$ cat config.mk
export PLATFORM = sky130hd
export DESIGN_NAME = imm_decode_ctrl
export DESIGN_NICKNAME = d
export VERILOG_FILES = /design/src/rtl/imm_decode_ctrl.sv
export SDC_FILE = /design/constraint.sdc
export NUM_CORES = 1
export LEC_CHECK = 0
export BUFFER_PORTS_ARGS = -buffer_cell sky130_fd_sc_hd__buf_4
export CAP_MARGIN = 20
export CORE_ASPECT_RATIO = 0.6
export CORE_MARGIN = 2
export CORE_UTILIZATION = 38
export DETAILED_ROUTE_END_ITERATION = 7
export PLACE_DENSITY_LB_ADDON = 0.08
export SLEW_MARGIN = 20
export SYNTH_ARGS = -nofsm -noshare
export SYNTH_HDL_FRONTEND = slang
export SYNTH_SLANG_ARGS = --single-unit
export TNS_END_PERCENT = 20
$ cat constraint.sdc
create_clock -name clk -period 3.4 [get_ports clk]
set_input_delay 0.85 -clock clk [delete_from_list [all_inputs] [get_ports clk]]
set_output_delay 0.85 -clock clk [all_outputs]
set_load 0.01 [all_outputs]
$ cat src/rtl/imm_decode_ctrl.sv
// imm_decode_ctrl
//   Two-stage decode controller sitting in front of the shared immediate
//   generator. Stage D holds one fetched instruction and derives the
//   immediate select from its opcode. Stage X (the output register) captures
//   the generator's immediate together with pc, pc+imm target, opcode and an
//   illegal-opcode flag. A saturating counter tracks cycles where execute
//   stalls a valid output.
//
// Ports
//   clk, reset_n              clock, synchronous active-low reset
//   in_valid/in_ready         fetch handshake; in_instr, in_pc carry the entry
//   flush                     squash both stages (redirect)
//   imm_instr, imm_sel        request to the immediate generator
//   imm_value                 immediate returned combinationally by generator
//   out_valid/out_ready       execute handshake
//   out_imm, out_pc,
//   out_target, out_opcode,
//   out_illegal               decoded entry fields
//   stall_cnt                 saturating count of out_valid && !out_ready cycles

module imm_decode_ctrl #(
    parameter int          STALL_CNT_W = 16,
    parameter logic [31:0] RESET_PC    = 32'h0000_0000
) (
    input  logic                   clk,
    input  logic                   reset_n,
    input  logic                   in_valid,
    output logic                   in_ready,
    input  logic [31:0]            in_instr,
    input  logic [31:0]            in_pc,
    input  logic                   flush,
    output logic [31:0]            imm_instr,
    output logic [2:0]             imm_sel,
    input  logic [31:0]            imm_value,
    output logic                   out_valid,
    input  logic                   out_ready,
    output logic [31:0]            out_imm,
    output logic [31:0]            out_pc,
    output logic [31:0]            out_target,
    output logic [6:0]             out_opcode,
    output logic                   out_illegal,
    output logic [STALL_CNT_W-1:0] stall_cnt
);

    typedef enum logic [2:0] {
        SEL_I    = 3'd0,
        SEL_S    = 3'd1,
        SEL_B    = 3'd2,
        SEL_J    = 3'd3,
        SEL_NONE = 3'd4
    } imm_sel_e;

    localparam logic [STALL_CNT_W-1:0] CNT_ONE = STALL_CNT_W'(1);

    logic        d_valid;
    logic [31:0] d_instr;
    logic [31:0] d_pc;

    imm_sel_e    dec_sel;
    logic        dec_illegal;
    logic        x_adv;
    logic        d_adv;
    logic        in_fire;

    // Opcode decode of the held instruction. Opcodes that carry no immediate
    // still select "none"; anything unrecognised is also "none" but flagged.
    always_comb begin
        dec_sel     = SEL_NONE;
        dec_illegal = 1'b0;
        case (d_instr[6:0])
            7'b0010011,
            7'b0000011,
            7'b1100111: dec_sel = SEL_I;
            7'b0100011: dec_sel = SEL_S;
            7'b1100011: dec_sel = SEL_B;
            7'b1101111: dec_sel = SEL_J;
            7'b0110011,
            7'b0110111,
            7'b0010111: dec_sel = SEL_NONE;
            default:    dec_illegal = 1'b1;
        endcase
    end

    // The generator is shared, so an empty D stage presents a quiet request.
    assign imm_sel   = d_valid ? dec_sel : SEL_NONE;
    assign imm_instr = d_valid ? d_instr : 32'h0;

    // Each stage may move when its downstream slot is free or being drained,
    // which gives full throughput with simultaneous fill and drain.
    assign x_adv    = !out_valid || out_ready;
    assign d_adv    = d_valid && x_adv;
    assign in_ready = !d_valid || x_adv;
    assign in_fire  = in_valid && in_ready;

    // Pipeline registers. Flush squashes both valids and drops any incoming
    // instruction; data fields simply hold since valid gates their meaning.
    always_ff @(posedge clk) begin
        if (!reset_n) begin
            d_valid     <= 1'b0;
            d_instr     <= 32'h0;
            d_pc        <= 32'h0;
            out_valid   <= 1'b0;
            out_imm     <= 32'h0;
            out_pc      <= RESET_PC;
            out_target  <= 32'h0;
            out_opcode  <= 7'h0;
            out_illegal <= 1'b0;
        end else if (flush) begin
            d_valid   <= 1'b0;
            out_valid <= 1'b0;
        end else begin
            if (in_fire) begin
                d_valid <= 1'b1;
                d_instr <= in_instr;
                d_pc    <= in_pc;
            end else if (d_adv) begin
                d_valid <= 1'b0;
            end

            if (d_adv) begin
                out_valid   <= 1'b1;
                out_imm     <= imm_value;
                out_pc      <= d_pc;
                out_target  <= d_pc + imm_value;
                out_opcode  <= d_instr[6:0];
                out_illegal <= dec_illegal;
            end else if (x_adv) begin
                out_valid <= 1'b0;
            end
        end
    end

    // Stall counter for performance monitoring; sticks at all-ones instead
    // of wrapping so a long stall never reads as a short one.
    always_ff @(posedge clk) begin
        if (!reset_n) begin
            stall_cnt <= '0;
        end else if (out_valid && !out_ready && !flush && (stall_cnt != '1)) begin
            stall_cnt <= stall_cnt + CNT_ONE;
        end
    end

endmodule

==> impl_metrics.yaml <==
clock_network:
  cts-resized-gates: 0
  cts_buffer_depth: 2
  clockRootBuffer: "clkbuf_16"
  htreeDepth: 4
  clkTransAtPathRegs_ns: 0.07
  cts_buffers: 17
  clk_latency_ns: 0.45
  cts_tree: "done"
  postCtsHoldBufs: 0
  postCtsSetupRepairBufs: 0
  cts_sinks: 186
critical_path:
  cp_slowest_cell: "fa_1"
  path_cells: "buf_4, ha_1, fa_1, a21o_1, a221o_1, a21oi_2, a211oi_1, o21a_1, or3_1, a32o_1"
  path_delay_family: "compound AO/OA/AOI/OAI gates"
  cp_max_fo: 4
  critPathMaxStageDelay_ns: 0.42
  path_buf_inv: 1
  cp.required_ns: 3.74
  start_kind: "input pin"
  end_kind: "flip-flop"
  criticalPathCategory: "in2reg"
  cp.arrival_ns: 3.35
routing:
  drt-pass1-iter-count: 5
  ant_nets: 0
  drcViolationCount: 0
  dr_wl_met3_um: 2453
  drt_wl_total_um: 28880
  num_vias: 8405
  drt_iter0_drc: 509
  wl_met1_um: 14670
  wire_per_inst_um: 17.32
  wl_met2_um: 11370
  top_layer_used: "met4"
  viasPerCell: 5.042
grt:
  overflow: 0
  grt_pass1_wl_um: 44470
  track_usage_pct: 23.32
  grt_pass1_vias: 7747
  antenna_found_initial: 0
  grt_max_degree: 69
power:
  p_leak_nw: 4.982
  p_sw_w: 0.001263
  clockPowerShare_pct: 41.5
  seqPwrFrac_pct: 46.4
  internal_power_w: 0.003661
  p_comb_share_pct: 12.1
  pwr_density_cell_nw_per_um2: 418.5
  ir_worst_vdd_mv: 0.3188
  p_sw_share_pct: 25.66
timing:
  fin_skew_ns: 0.01279
  setup-tns-final_ns: 0
  fin_crit_ns: 3.012
  setup_violations: 0
  worst_hold_slack_ns: 0.4581
  fmax_mhz: 332.0
  fin_ws_ns: 0.3876
  final.period_utilization_pct: 88.60
  worstMarginPinSlew_ns: 0.7647
  slew-limit-headroom_pct: 49.02
  slew_viol_final: 0
  timing_hold_violations_final: 0
  rsz0062_at_grt: "false"
placed_design:
  dp_cells: 1635
  place_ws_ns: -0.03885
  portBuffers: 257
  hpwl_um: 21730
  routabilityCongestion: 0.9095
finish:
  syn_to_final_growth_pct: 31.78
  fill_cells: 2243
  antenna_cells: 0
  final-seq-area_um2: 3724
  stdcell_count: 1667
  finalNetCount: 1473
  final_layout_size_suffix_gt1_share_pct: 23.22
  multi_input_area_um2: 4913
  layout_common_cells: "nand2_1, buf_4, dfxtp_1"
  final_common_cell: "nand2_1"
yosys:
  netlist_area_um2: 8930
  syn_area_per_cell_um2: 8.030
  ys_seq_elements: 186
  synthArstFlopShare_pct: 0
  synth_fp_nets: 1246
  synthCells: 1112
  yosysWarningCount: 0
  synth.distinct_cells: 51
  synthFlopType: "dfxtp_1"
  ys_seq_area_share_pct: 41.70
  synth_edf_count: 0
die:
  die_h_um: 122.7
  dieArea_um2: 24780
  core_area_um2: 23080
  pin_count: 258
  rows: 43
  start_util_pct: 38.69
  die_w_um: 201.9
min_path:
  hp-class: "reg2reg"
run:
  drv_cap: 0
run_status:
  status: "complete, no violations"
## state kept, by name, indices dropped and copies added (netlist names)
name         flops
out_imm         32
out_illegal      1
out_target      32
stall_cnt       16
out_pc          32
d_valid          1
d_pc            32
d_instr         32
out_opcode       7
out_valid        1
## cells by family after synthesis
logic type | share of synthesized area, %
DFF | 41.70
AOI/OAI and AO/OA | 22.35
and+or+nand+nor | 24.38
xor gates and xnor gates | 3.335
muxes | 0.1121
buffers and inverters | 3.419
adders and majority gates | 4.708
## power groups by stage
stage               combinational (W)  clock, W  sequential [W]
CTS                          0.000596   0.00210         0.00228
detailed placement           0.000593         0         0.00233
finish                       0.000596   0.00204         0.00228
global route                 0.000659   0.00220         0.00229
floorplan                    0.000328         0         0.00232
global placement             0.000590         0         0.00233
## stage by stage
step	instance area (µm²)	power, W	util [%]
floorplan	8930	0.002652	-
global placement	11180	0.002921	48.44
detailed placement	11180	0.002926	48.44
CTS	11770	0.004973	50.98
global route	11770	0.005148	50.98
finish	11770	0.004924	50.98
## synthesized netlist by cell type, drive strengths merged, types with 4 or more instances
master	instances	area share (%)
ha	32	4.5
o21bai	4	0.34
and2	62	4.3
clkbuf	68	2.9
nor2	26	1.1
a211oi	6	0.50
and3	9	0.63
nand4	16	1.1
a31oi	7	0.49
nor3	9	0.56
a32o	6	0.67
nor2b	5	0.35
dfxtp	186	42
a21boi	139	12
nand3	18	1.0
or4	4	0.34
o21a	6	0.50
nand2	326	14
a21oi	38	2.2
xor2	12	1.2
a21o	19	1.6
o21ai	39	2.2
xnor2	22	2.2
or3	5	0.35
inv	12	0.50
## worst min-delay path, stage by stage (launching register included)
cell and delay, ns:
dfxtp_1 0.31, nand2_1 0.04, a21boi_0 0.06
## path summary, 6_finish.rpt
path	start	end	slack, ns	cells past startpoint
min reg2reg	d_instr[30]$_SDFFE_PN0P_	d_instr[30]$_SDFFE_PN0P_	0.46	2
max reg2reg	d_pc[0]$_SDFFE_PN0P_	out_target[22]$_SDFFE_PN0P_	0.59	9
max	imm_value[0]	out_target[22]$_SDFFE_PN0P_	0.39	10
min	d_instr[30]$_SDFFE_PN0P_	d_instr[30]$_SDFFE_PN0P_	0.46	2
## cell type report
class	count	share of cell area, %
well taps	315	3.349
repair buffers	277	17.88
inverters	12	0.3828
multi-input cells	845	41.75
flip-flops and latches	186	31.64
clock inverters	11	1.244
clock buffers	21	3.743
## per-layer routing
layer  vias up  global-route usage (%)
met5         -                       0
met4         0                   6.756
met3        24                   8.072
met2       254                   31.08
met1      3896                   34.64
li1       4231                       -
No activity file was read; power rests on OpenSTA's default activity.
